## config.mk

```make
export PLATFORM = sky130hd
export DESIGN_NAME = array_ctrl
export DESIGN_NICKNAME = d
export VERILOG_FILES = /design/src/rtl/array_ctrl.sv
export SDC_FILE = /design/constraint.sdc
export NUM_CORES = 1
export LEC_CHECK = 0
export CAP_MARGIN = 10
export CORE_MARGIN = 5
export CORE_UTILIZATION = 60
export DETAILED_ROUTE_END_ITERATION = 10
export HOLD_SLACK_MARGIN = 0.03
export PLACE_DENSITY = 0.84
export SYNTH_ARGS = -nofsm -noshare
export SYNTH_HDL_FRONTEND = slang
export SYNTH_SLANG_ARGS = --single-unit
```

## constraint.sdc

```tcl
create_clock -name clk -period 9.25 [get_ports clk]
set_input_delay 2.775 -clock clk [delete_from_list [all_inputs] [get_ports clk]]
set_output_delay 2.775 -clock clk [all_outputs]
set_load 0.01 [all_outputs]
```

## src/rtl/array_ctrl.sv

```systemverilog
`default_nettype none
// ============================================================================
// Module   : array_ctrl
// Brief    : Job sequencer for the HEIGHT x WIDTH unary GEMM systolic array.
//            Optional counters under macro ARRAY_CTRL_PERF_EN.
// Revision : 1.0  initial release
// ============================================================================
module array_ctrl #(
    parameter int HEIGHT = 32,
    parameter int WIDTH  = 32,
    parameter int IWIDTH = 8,
    parameter int CWIDTH = 16
) (
    input  logic                clk,
    input  logic                rst,
    input  logic                start,
    input  logic [CWIDTH-1:0]   num_tiles,
    input  logic [IWIDTH-1:0]   mac_cycles,
    output logic                busy,
    output logic                done,
    output logic                wght_rd,
    output logic [HEIGHT-1:0]   ifm_rd,
    output logic                ofm_valid,
    output logic [HEIGHT-1:0]   en_i,
    output logic [HEIGHT-1:0]   clr_i,
    output logic [HEIGHT-1:0]   mac_done,
    output logic [WIDTH-1:0]    en_w,
    output logic [WIDTH-1:0]    clr_w,
    output logic [WIDTH-1:0]    en_o,
    output logic [WIDTH-1:0]    clr_o
`ifdef ARRAY_CTRL_PERF_EN
    ,
    output logic [2*CWIDTH-1:0] perf_cycles,
    output logic [CWIDTH-1:0]   perf_tiles
`endif
);

    localparam logic [2:0] c_S_IDLE    = 3'd0;
    localparam logic [2:0] c_S_CLR_ALL = 3'd1;
    localparam logic [2:0] c_S_LOAD_W  = 3'd2;
    localparam logic [2:0] c_S_COMPUTE = 3'd3;
    localparam logic [2:0] c_S_DRAIN   = 3'd4;
    localparam logic [2:0] c_S_CLR_O   = 3'd5;
    localparam logic [2:0] c_S_DONE    = 3'd6;

    localparam logic [IWIDTH-1:0] c_MC_MAX     = {1'b1, {(IWIDTH-1){1'b0}}};
    localparam logic [CWIDTH-1:0] c_LOAD_LAST  = CWIDTH'(HEIGHT - 1);
    localparam logic [CWIDTH-1:0] c_DRAIN_LAST = CWIDTH'(HEIGHT + WIDTH - 2);
    localparam logic [CWIDTH-1:0] c_OFM_FIRST  = CWIDTH'(WIDTH - 1);
    localparam logic [CWIDTH-1:0] c_SKEW_M2    = CWIDTH'(HEIGHT - 2);

    logic [2:0]        state_q, state_d;
    logic [CWIDTH-1:0] cnt_q, cnt_d;
    logic [CWIDTH-1:0] tile_q, tile_d;
    logic [CWIDTH-1:0] ntiles_q, ntiles_d;
    logic [IWIDTH-1:0] mcyc_q, mcyc_d;
    logic [CWIDTH-1:0] mcyc_ext;
    logic [CWIDTH-1:0] win_last;
    logic [CWIDTH-1:0] row_lo;

    logic              busy_d, done_d, wght_rd_d, ofm_valid_d;
    logic [HEIGHT-1:0] en_i_d, clr_i_d, mac_done_d;
    logic [WIDTH-1:0]  en_w_d, clr_w_d, en_o_d, clr_o_d;

    assign mcyc_ext = CWIDTH'(mcyc_q);
    // Last local cycle of the skewed compute window: mac_cycles + HEIGHT - 2.
    assign win_last = mcyc_ext + c_SKEW_M2;

    always_comb begin
        state_d  = state_q;
        cnt_d    = cnt_q + CWIDTH'(1);
        tile_d   = tile_q;
        ntiles_d = ntiles_q;
        mcyc_d   = mcyc_q;
        case (state_q)
            c_S_IDLE: begin
                cnt_d = '0;
                if (start) begin
                    state_d  = c_S_CLR_ALL;
                    tile_d   = '0;
                    ntiles_d = num_tiles;
                    if (mac_cycles == '0) begin
                        mcyc_d = IWIDTH'(1);
                    end else if (mac_cycles > c_MC_MAX) begin
                        mcyc_d = c_MC_MAX;
                    end else begin
                        mcyc_d = mac_cycles;
                    end
                end
            end
            c_S_CLR_ALL: begin
                state_d = c_S_LOAD_W;
                cnt_d   = '0;
            end
            c_S_LOAD_W: begin
                if (cnt_q == c_LOAD_LAST) begin
                    cnt_d   = '0;
                    state_d = (ntiles_q != '0) ? c_S_COMPUTE : c_S_DONE;
                end
            end
            c_S_COMPUTE: begin
                if (cnt_q == win_last) begin
                    cnt_d   = '0;
                    state_d = c_S_DRAIN;
                end
            end
            c_S_DRAIN: begin
                if (cnt_q == c_DRAIN_LAST) begin
                    cnt_d   = '0;
                    tile_d  = tile_q + CWIDTH'(1);
                    state_d = (tile_d == ntiles_q) ? c_S_DONE : c_S_CLR_O;
                end
            end
            c_S_CLR_O: begin
                state_d = c_S_COMPUTE;
                cnt_d   = '0;
            end
            c_S_DONE: begin
                state_d = c_S_IDLE;
                cnt_d   = '0;
            end
            default: begin
                state_d = c_S_IDLE;
                cnt_d   = '0;
            end
        endcase
    end

    // Outputs are decoded from the state being entered and registered with it.
    // busy spans the DONE cycle so the job length includes the completion pulse.
    always_comb begin
        row_lo      = '0;
        busy_d      = (state_d != c_S_IDLE);
        done_d      = (state_d == c_S_DONE);
        wght_rd_d   = (state_d == c_S_LOAD_W);
        ofm_valid_d = (state_d == c_S_DRAIN) && (cnt_d >= c_OFM_FIRST);
        en_w_d      = {WIDTH{state_d == c_S_LOAD_W}};
        clr_w_d     = {WIDTH{state_d == c_S_CLR_ALL}};
        en_o_d      = {WIDTH{state_d == c_S_DRAIN}};
        clr_o_d     = {WIDTH{(state_d == c_S_CLR_ALL) || (state_d == c_S_CLR_O)}};
        clr_i_d     = {HEIGHT{(state_d == c_S_CLR_ALL) || (state_d == c_S_CLR_O)}};
        en_i_d      = '0;
        mac_done_d  = '0;
        for (int h = 0; h < HEIGHT; h++) begin
            row_lo        = CWIDTH'(h);
            en_i_d[h]     = (state_d == c_S_COMPUTE) && (cnt_d >= row_lo)
                            && (cnt_d < row_lo + mcyc_ext);
            mac_done_d[h] = (state_d == c_S_COMPUTE)
                            && (cnt_d == row_lo + mcyc_ext - CWIDTH'(1));
        end
    end

    always_ff @(posedge clk) begin
        if (rst) begin
            state_q   <= c_S_IDLE;
            cnt_q     <= '0;
            tile_q    <= '0;
            ntiles_q  <= '0;
            mcyc_q    <= '0;
            busy      <= 1'b0;
            done      <= 1'b0;
            wght_rd   <= 1'b0;
            ofm_valid <= 1'b0;
            ifm_rd    <= '0;
            en_i      <= '0;
            clr_i     <= '0;
            mac_done  <= '0;
            en_w      <= '0;
            clr_w     <= '0;
            en_o      <= '0;
            clr_o     <= '0;
        end else begin
            state_q   <= state_d;
            cnt_q     <= cnt_d;
            tile_q    <= tile_d;
            ntiles_q  <= ntiles_d;
            mcyc_q    <= mcyc_d;
            busy      <= busy_d;
            done      <= done_d;
            wght_rd   <= wght_rd_d;
            ofm_valid <= ofm_valid_d;
            ifm_rd    <= en_i_d;
            en_i      <= en_i_d;
            clr_i     <= clr_i_d;
            mac_done  <= mac_done_d;
            en_w      <= en_w_d;
            clr_w     <= clr_w_d;
            en_o      <= en_o_d;
            clr_o     <= clr_o_d;
        end
    end

`ifdef ARRAY_CTRL_PERF_EN
    logic [2*CWIDTH-1:0] perf_cycles_q;

    always_ff @(posedge clk) begin
        if (rst) begin
            perf_cycles_q <= '0;
        end else if ((state_q == c_S_IDLE) && start) begin
            perf_cycles_q <= '0;
        end else if (busy && (perf_cycles_q != '1)) begin
            perf_cycles_q <= perf_cycles_q + (2*CWIDTH)'(1);
        end
    end

    assign perf_cycles = perf_cycles_q;
    assign perf_tiles  = tile_q;
`endif

endmodule
`default_nettype wire

```

**Word-level counts from Yosys, hierarchy flattened**

Cells that the tools add are included.

- Add/subtract/negate cells: 65
- Equal/unequal tests: 49
- Reduce and logical (&&, ||, !) cells: 105
- Mux-type cells: 16
- $lt $le $gt $ge: 65

Operators with widths:

| cell | number |
|---|---|
| 16-bit equality test | 34 |
| 16-bit < comparator | 31 |
| 9-bit by 1-bit subtractor with 10-bit output, second input constant | 31 |
| 16-bit by 5-bit >= comparator with 1-bit output, second input constant | 16 |
| 5-bit by 8-bit adder with 9-bit output, first input constant | 16 |
| 16-bit by 4-bit >= comparator with 1-bit output, second input constant | 8 |
| 1-bit logical AND | 97 |
| 16-bit two-way mux | 5 |
| 4-bit by 8-bit adder with 9-bit output, first input constant | 8 |
| 16-bit by 3-bit >= comparator with 1-bit output, second input constant | 4 |
| 16-bit case mux with 3 select lines | 1 |
| 3-bit by 8-bit adder with 9-bit output, first input constant | 4 |
| 16-bit by 1-bit adder with 16-bit output, second input constant | 2 |
| 16-bit by 1-bit >= comparator with 1-bit output, second input constant | 2 |
| 16-bit by 2-bit >= comparator with 1-bit output, second input constant | 2 |
| 16-bit case mux with 2 select lines | 1 |
| 2-bit by 8-bit adder with 9-bit output, first input constant | 2 |
| 3-bit case mux with 6 select lines | 1 |
| 16-bit by 5-bit equality test with 1-bit output, second input constant | 1 |
| 16-bit by 6-bit equality test with 1-bit output, second input constant | 1 |
| 16-bit by 8-bit < comparator with 1-bit output | 1 |
| 8-bit two-way mux | 2 |
| 16-bit nonzero test | 1 |
| 3-bit equality test, second input constant | 5 |
| other kinds (15) | 24 |

- Register bits after elaboration: 131
- Output and inout bits: 260
- Word-level logic and storage cells: 315
- Input port bits: 27

**Logic depth before layout (Yosys ltp)**

Gate-level depths: netlist (run 1).

- Depth in word-level cells: 8
- Depth in mapped cells: 21

**Worst setup path after synthesis (run 1)**

Ideal clock, no wire load.

- Path kind: register -> register
- Start point: register mcyc_q[1]
- End point: register en_i[31]
- Cell stages (with the launch flop): 17
- Clock period less this slack: 4.823 ns
- Setup slack: 4.427 ns
- Data required time: 9.147 ns
- Library setup time: 0.103 ns
- Data arrival time: 4.719 ns
- Cells stage by stage: dfxtp_1 > clkbuf_1 > inv_1 > ha_1 > nand2b_4 > a21oi_4 > xnor3_1 > o31a_4 > o31ai_4 > inv_1 > ha_1 > a21o_1 > a21o_1 > maj3_1 > maj3_1 > a21o_1 > a2111oi_2

- Longest elaborated chain between the ends: 7
- Elaborated cells between the ends (all ways): 12

Ends and longest elaborated chain:

| what | line | source |
|---|---|---|
| start, declared | 56 | `logic [IWIDTH-1:0] mcyc_q, mcyc_d;` |
| start signal, assigned | 177 | `mcyc_q <= mcyc_d;` |
| 5-bit by 8-bit adder with 9-bit output * | 67 | `assign win_last = mcyc_ext + c_SKEW_M2;` |
| 16-bit equality test * | 102 | `if (cnt_q == win_last) begin` |
| 16-bit two-way mux * | 102 |  |
| 16-bit case mux with 3 select lines * | 75 | `case (state_q)` |
| net cnt_d[2] | 53 | `logic [CWIDTH-1:0] cnt_q, cnt_d;` |
| 16-bit by 5-bit >= comparator with 1-bit output | 146 | `en_i_d[h] = (state_d == c_S_COMPUTE) && (cnt_d >= row_lo)` |
| 1-bit logical AND | 146 |  |
| 1-bit logical AND * | 147 | `&& (cnt_d < row_lo + mcyc_ext);` |
| end signal, assigned | 183 | `en_i <= en_i_d;` |
| end, declared | 24 | `output logic [HEIGHT-1:0] en_i,` |

Mark *: on every way through the listed nets, which the timed path passes. The rest lies on a longest branch.
A chain may end at the register's enable or synchronous reset.

**Final worst setup path (run 1)**

- Start point: register mcyc_q[2]
- End point: register en_i[2]

- Longest elaborated chain between the ends: 7
- Elaborated cells between the ends (all ways): 12

Ends and longest elaborated chain:

| what | line |
|---|---|
| 5-bit by 8-bit adder with 9-bit output | 67 |
| 16-bit equality test | 102 |
| 16-bit two-way mux or 3-bit two-way mux (tied branches) | 102 |
| 16-bit case mux with 3 select lines or 3-bit case mux with 6 select lines (tied branches) | 75 |
| 16-bit by 2-bit >= comparator with 1-bit output or 3-bit by 2-bit equality test with 1-bit output (tied branches) | 146 |
| 1-bit logical AND | 146 |
| 1-bit logical AND * | 147 |

Every way passes the cells marked *; elsewhere a longest branch is shown, timed or not.

==> summary.txt, run 1 <==
simple-gate share of the synthesized area: 22.98%
Hold WC Path Type: reg -> reg
Mapped Nets: 2778
Synth Area in XOR/XNOR: 16.73%
final setup fails: 0
asr flop ratio synth: 0%
GP Congestion: 1.072
crit end category: register
adder-cell area share of the yosys netlist: 12.87%
most frequent cells in the layout: xnor2_1, clkdlybuf4s50_1, nand2_1
final setup margin: 2.888 ns
maximum vdd drop: 0.0001466 V
Synth Area in Compound Gates: 19.11%
layout cell share with drive strength beyond 1: 6.767%
area of the multi-input gates: 14410 um^2
dominant synthesized flop cell: dfxtp_1
CTS tree: done
worst endpoint data arrival time: 6.72 ns
required time worst endpoint: 9.61 ns
Max-slew headroom: 18.92%
worst hold slack: 0.4896 ns
final hold violations: 0
post-cts sizing count: 0
clk sinks: 130
Worst Tran Pin Value: 1.216 ns
largest family of logic cells by synthesized area: simple AND/OR/NAND/NOR gates
Yosys warnings: 0
fillers: 2811
Post-Synthesis Cells: 2574
CP startpoint kind: register
CTS Hold Bufs: 0
Clk pin slew, worst setup/hold paths: 0.08 ns
worst setup path class: reg -> reg
EDFF count, synth: 0
post-synth cell types: 98
IO buf count: 286
nets@finish: 2792
first-pass GRT wire length: 110800 um
pwr dens: 102.4 nW/um^2
I/O Pins: 287
number of global-route vias before repair: 19090
Root Driver: clkbuf_16
Setup Fix Bufs, Post-CTS: 0
detailed-route vias per instance: 6.628
max-slew violation count: 0
status: complete, no violations
netlist area before placement: 19460 um^2
Initial DRT Pass Iterations: 7
H-tree Lvls: 4
Setup Skew: 0.01637 ns
final period utilization: 68.78%
unrepaired setup endpoints after global routing: no
worst stage delay on the critical path: 0.95 ns
total power: 2222 uW
worst-path maximum fanout: 56
post-route ant nets: 0
post-synthesis mux area share: 2.238%
Max-Cap Viols: 0
P&R area growth vs syn: 11.51%
Rows: 66
crit path max-delay cell type: o31ai_4
Overflow after GRT: 0
Post-Syn Area per Cell: 7.559 um^2
CP top delay family: compound AO/OA/AOI/OAI gates
vias: 20180
GRT Total Usage: 38.98%
number of buffers on the longest clock path: 2
final worst path period need: 6.362 ns
Starting Density: 60.26%
Die Width: 190.1 um
final WL: 74390 um
initial antenna violation count: 2
Final HPWL DP: 52910 um
f_max: 157.2 MHz
most common cell after layout, fill and taps aside: xnor2_1
remaining routing DRC violations: 0
largest net degree at the start of global routing: 69
Crit path top cell by count: ha_1
CP cell instances: inv_1 -> ha_1 -> nand2b_4 -> a21oi_4 -> xnor3_1 -> o31a_4 -> o31ai_4 -> inv_2 -> buf_4 -> ha_1 -> a21o_1 -> a21oi_1 -> nor2b_1 -> a2111oi_2
Routed WL per cell: 24.44 um
number of synthesized register bits: 130
Die Footprint: 36130 um^2
DIE HEIGHT: 190.1 um
Iteration-0 DRC Markers: 2130
register area: 2605 um^2
clock buffer count from CTS: 17
static leakage: 0.008114 uW
setup tns final: 0 ns
core footprint: 32290 um^2
Worst-Skew Late Latency: 0.48 ns
register area share after synthesis: 13.38%
Setup WS pre-CTS: 3.119 ns
CP bufs+invs: 3
final timing paths:
path | from | end | slack [ns] | depth (start not counted)
max | mcyc_q[2] | en_i[2] | 2.89 | 14
max reg2reg | mcyc_q[2] | en_i[2] | 2.89 | 14
min | ntiles_q[15] | ntiles_q[15] | 0.49 | 2
min reg2reg | ntiles_q[15] | ntiles_q[15] | 0.49 | 2
stage by stage:
step | cells | util [%] | instance area [um^2]
floorplan | 2574 | - | 19460
global placement | 3011 | 65.35 | 21100
detailed placement | 3011 | 65.35 | 21100
CTS | 3043 | 67.19 | 21690
global route | 3043 | 67.19 | 21690
finish | 3044 | 67.20 | 21700
final cells by class:
cell class / instances / area share [%]
clock inverter: 15 / 0.7843
timing repair buffer: 324 / 14.49
antenna: 1 / 0.01153
tap: 442 / 2.549
clock buffer: 17 / 1.961
multi-input combinational: 2012 / 66.42
sequential: 130 / 12.01
inverter: 103 / 1.782
tightest hold or removal path: cells and delay by family, from the launching register on:
| family | cells | cell delay [ns] |
|---|---|---|
| and+or+nand+nor | 1 | 0.06 |
| DFF | 1 | 0.33 |
| AOI/OAI and AO/OA | 1 | 0.05 |
report_power, final:
group | switching, uW | leakage, uW | internal [uW]
Clock | 327 | 0.000293 | 404
Sequential | 39.9 | 0.00105 | 574
Combinational | 504 | 0.00677 | 372
registers in the layout, indices dropped and copies added, names as in the netlist:
name,cells
en_o,1
ofm_valid,1
mac_done,32
busy,1
state_q,3
en_w,1
en_i,32
done,1
clr_w,1
tile_q,16
cnt_q,16
clr_o,1
ntiles_q,16
mcyc_q,8
cells by family (layout without fill, tap and decap cells):
kind of cell	after synthesis	in the layout
compound gates	534	534
other cells	0	1
flops	130	130
simple gates	862	862
buf+inv	432	459
mux	43	43
fa+ha+maj	206	206
xor+xnor	367	367
synthesized netlist by cell type, drive strengths merged (5+ instances only):
| cell type | n | area, um^2 |
|---|---|---|
| o21a | 7 | 60.05 |
| o2111ai | 14 | 122.6 |
| xnor2 | 317 | 2803 |
| nand3b | 21 | 157.7 |
| nor2 | 201 | 757.0 |
| a31oi | 38 | 237.7 |
| and3 | 28 | 175.2 |
| and4 | 10 | 87.58 |
| o22ai | 8 | 50.05 |
| o21ai | 71 | 359.1 |
| o211ai | 25 | 187.7 |
| a21oi | 175 | 887.1 |
| o31ai | 9 | 141.4 |
| nor3 | 72 | 371.6 |
| buf | 262 | 1829 |
| a31o | 14 | 122.6 |
| or3 | 28 | 175.2 |
| a211o | 9 | 78.83 |
| a21o | 59 | 442.9 |
| nand3 | 84 | 425.4 |
| nand4 | 51 | 340.3 |
| dfxtp | 130 | 2603 |
| nand2 | 207 | 779.5 |
| maj3 | 29 | 290.3 |
| nor3b | 9 | 67.56 |
| a41oi | 5 | 43.79 |
| ha | 177 | 2215 |
| nor2b | 22 | 137.6 |
| or2 | 8 | 50.05 |
| xor2 | 49 | 429.2 |
| a211oi | 29 | 217.7 |
| nor4b | 6 | 65.06 |
| clkbuf | 67 | 255.2 |
| nor4 | 47 | 362.9 |
| o21bai | 9 | 67.56 |
| a2111oi | 28 | 391.6 |
| mux2i | 39 | 390.4 |
| and2 | 15 | 93.84 |
| nand2b | 24 | 167.7 |
| or4 | 15 | 123.9 |
| inv | 101 | 379.1 |
metal layers:
| layer | GRT usage (%) | routed length, um | vias up |
|---|---|---|---|
| met5 | 0 | 23 | - |
| met1 | 47.68 | 27960 | 9484 |
| li1 | - | - | 8962 |
| met2 | 62.50 | 32870 | 1348 |
| met3 | 9.835 | 8629 | 378 |
| met4 | 21.93 | 4912 | 4 |
Note: power is estimated with default switching activity, not from simulation.
==> inputs of run 2 (changes only) <==
Settings changed: CORE_UTILIZATION 60 to 57, PLACE_DENSITY 0.84 to 0.8.
Clock period 9.25 ns to 6.3 ns, I/O delays scaled along.
==> summary.txt, run 2 (synthesis results as in run 1) <==
CP startpoint kind: register
most common cell after layout, fill and taps aside: xnor2_1
P&R area growth vs syn: 12.29%
Top Registers: en_i x32, mac_done x32
H-tree Lvls: 4
post-cts sizing count: 0
setup tns final: 0 ns
Rows: 67
Die Footprint: 37930 um^2
Iteration-0 DRC Markers: 2231
number of global-route vias before repair: 18730
IO buf count: 286
worst hold slack: 0.4910 ns
I/O Pins: 287
first-pass GRT wire length: 110300 um
worst-path maximum fanout: 29
crit end category: register
total power: 3249 uW
Worst Tran Pin Value: 1.200 ns
GRT Total Usage: 36.46%
worst endpoint data arrival time: 5.43 ns
Ant. Diodes: 0
pwr dens: 148.7 nW/um^2
post-route ant nets: 0
top layer in use: met5
DIE HEIGHT: 194.8 um
CTS tree: done
final period utilization: 80.63%
Setup Fix Bufs, Post-CTS: 0
clock buffer count from CTS: 17
Overflow after GRT: 0
nets@finish: 2812
unrepaired setup endpoints after global routing: no
remaining routing DRC violations: 0
Clk pin slew, worst setup/hold paths: 0.06 ns
maximum vdd drop: 0.0001907 V
Max-Cap Viols: 0
worst setup path class: reg -> reg
Worst-Skew Late Latency: 0.47 ns
Initial DRT Pass Iterations: 6
Starting Density: 57.88%
Core Util, Final: 64.99%
final hold violations: 0
final setup fails: 0
core footprint: 33620 um^2
post-route insts no fill: 3069
Setup Skew: 0.02147 ns
detailed-route vias per instance: 6.460
clk sinks: 130
static leakage: 0.008203 uW
Routed WL per cell: 23.94 um
most frequent cells in the layout: xnor2_1, clkdlybuf4s50_1, nand2_1
Final HPWL DP: 53770 um
met2 wire length: 32640 um
Max-slew headroom: 19.84%
final worst path period need: 5.080 ns
final WL: 73490 um
GP Congestion: 1.033
wl on met1: 28260 um
initial antenna violation count: 1
Die Width: 194.8 um
met3 WL: 8392 um
CTS Hold Bufs: 0
vias: 19830
largest net degree at the start of global routing: 65
required time worst endpoint: 6.65 ns
max-slew violation count: 0
Post-Place Cells: 3037
number of buffers on the longest clock path: 2
Hold WC Path Type: reg -> reg
f_max: 196.9 MHz
Root Driver: clkbuf_16
layout cell share with drive strength beyond 1: 7.402%
status: complete, no violations
run 2: changes by cell type in the layout (fill, tap and decap cells not counted), sizes merged:
cell	change
clkinv	+3
inv	-5
clkbuf	+2
diode	-1
buf	+20
run 2: layer usage:
layer / GRT usage, % / up-vias
met5: 0 / -
met4: 18.44 / 2
met3: 9.868 / 322
met2: 58.18 / 1211
met1: 45.27 / 9286
li1: - / 9005
run 2: worst paths after layout:
path                from          end  slack, ns  depth (start not counted)
max            mcyc_q[4]      en_i[2]       1.22                         17
min          ntiles_q[7]  ntiles_q[7]       0.49                          2
min reg2reg  ntiles_q[7]  ntiles_q[7]       0.49                          2
max reg2reg    mcyc_q[4]      en_i[2]       1.22                         17
run 2: critical path: stages, from the launching register on:
cell	delay (ns)
dfxtp_1	0.32
buf_4	0.20
inv_2	0.11
buf_4	0.29
ha_1	0.24
nor2_1	0.05
a311o_2	0.43
xnor2_1	0.19
nor4_1	0.52
a31o_2	0.57
inv_2	0.48
ha_1	0.45
a21o_1	0.16
a21o_1	0.19
a21o_1	0.18
a21oi_1	0.15
nor2b_1	0.07
a2111oi_2	0.34
run 2: layout make-up:
| class | count | area [um^2] |
|---|---|---|
| Sequential cell | 130 | 2605 |
| Clock buffer | 19 | 442.9 |
| Clock inverter | 13 | 153.9 |
| Timing Repair Buffer | 344 | 3293 |
| Tap cell | 448 | 560.5 |
| Fill cell | 2946 | 11770 |
| Inverter | 103 | 386.6 |
| Multi-Input combinational cell | 2012 | 14410 |
run 2: stage by stage:
step | setup slack [ns] | cell area [um^2]
3_3_place_gp | 1.490 | 21250
4_1_cts | 1.381 | 21850
5_1_grt | 1.078 | 21850
3_5_place_dp | 1.406 | 21250
2_1_floorplan | 1.477 | 19460
6_report | 1.220 | 21850
run 2: where the power goes:
part	leakage (uW)	switching, uW	internal, uW
Sequential	0.00105	61.0	844
Combinational	0.00686	739	550
Clock	0.000290	454	600
Total	0.00820	1250	1990
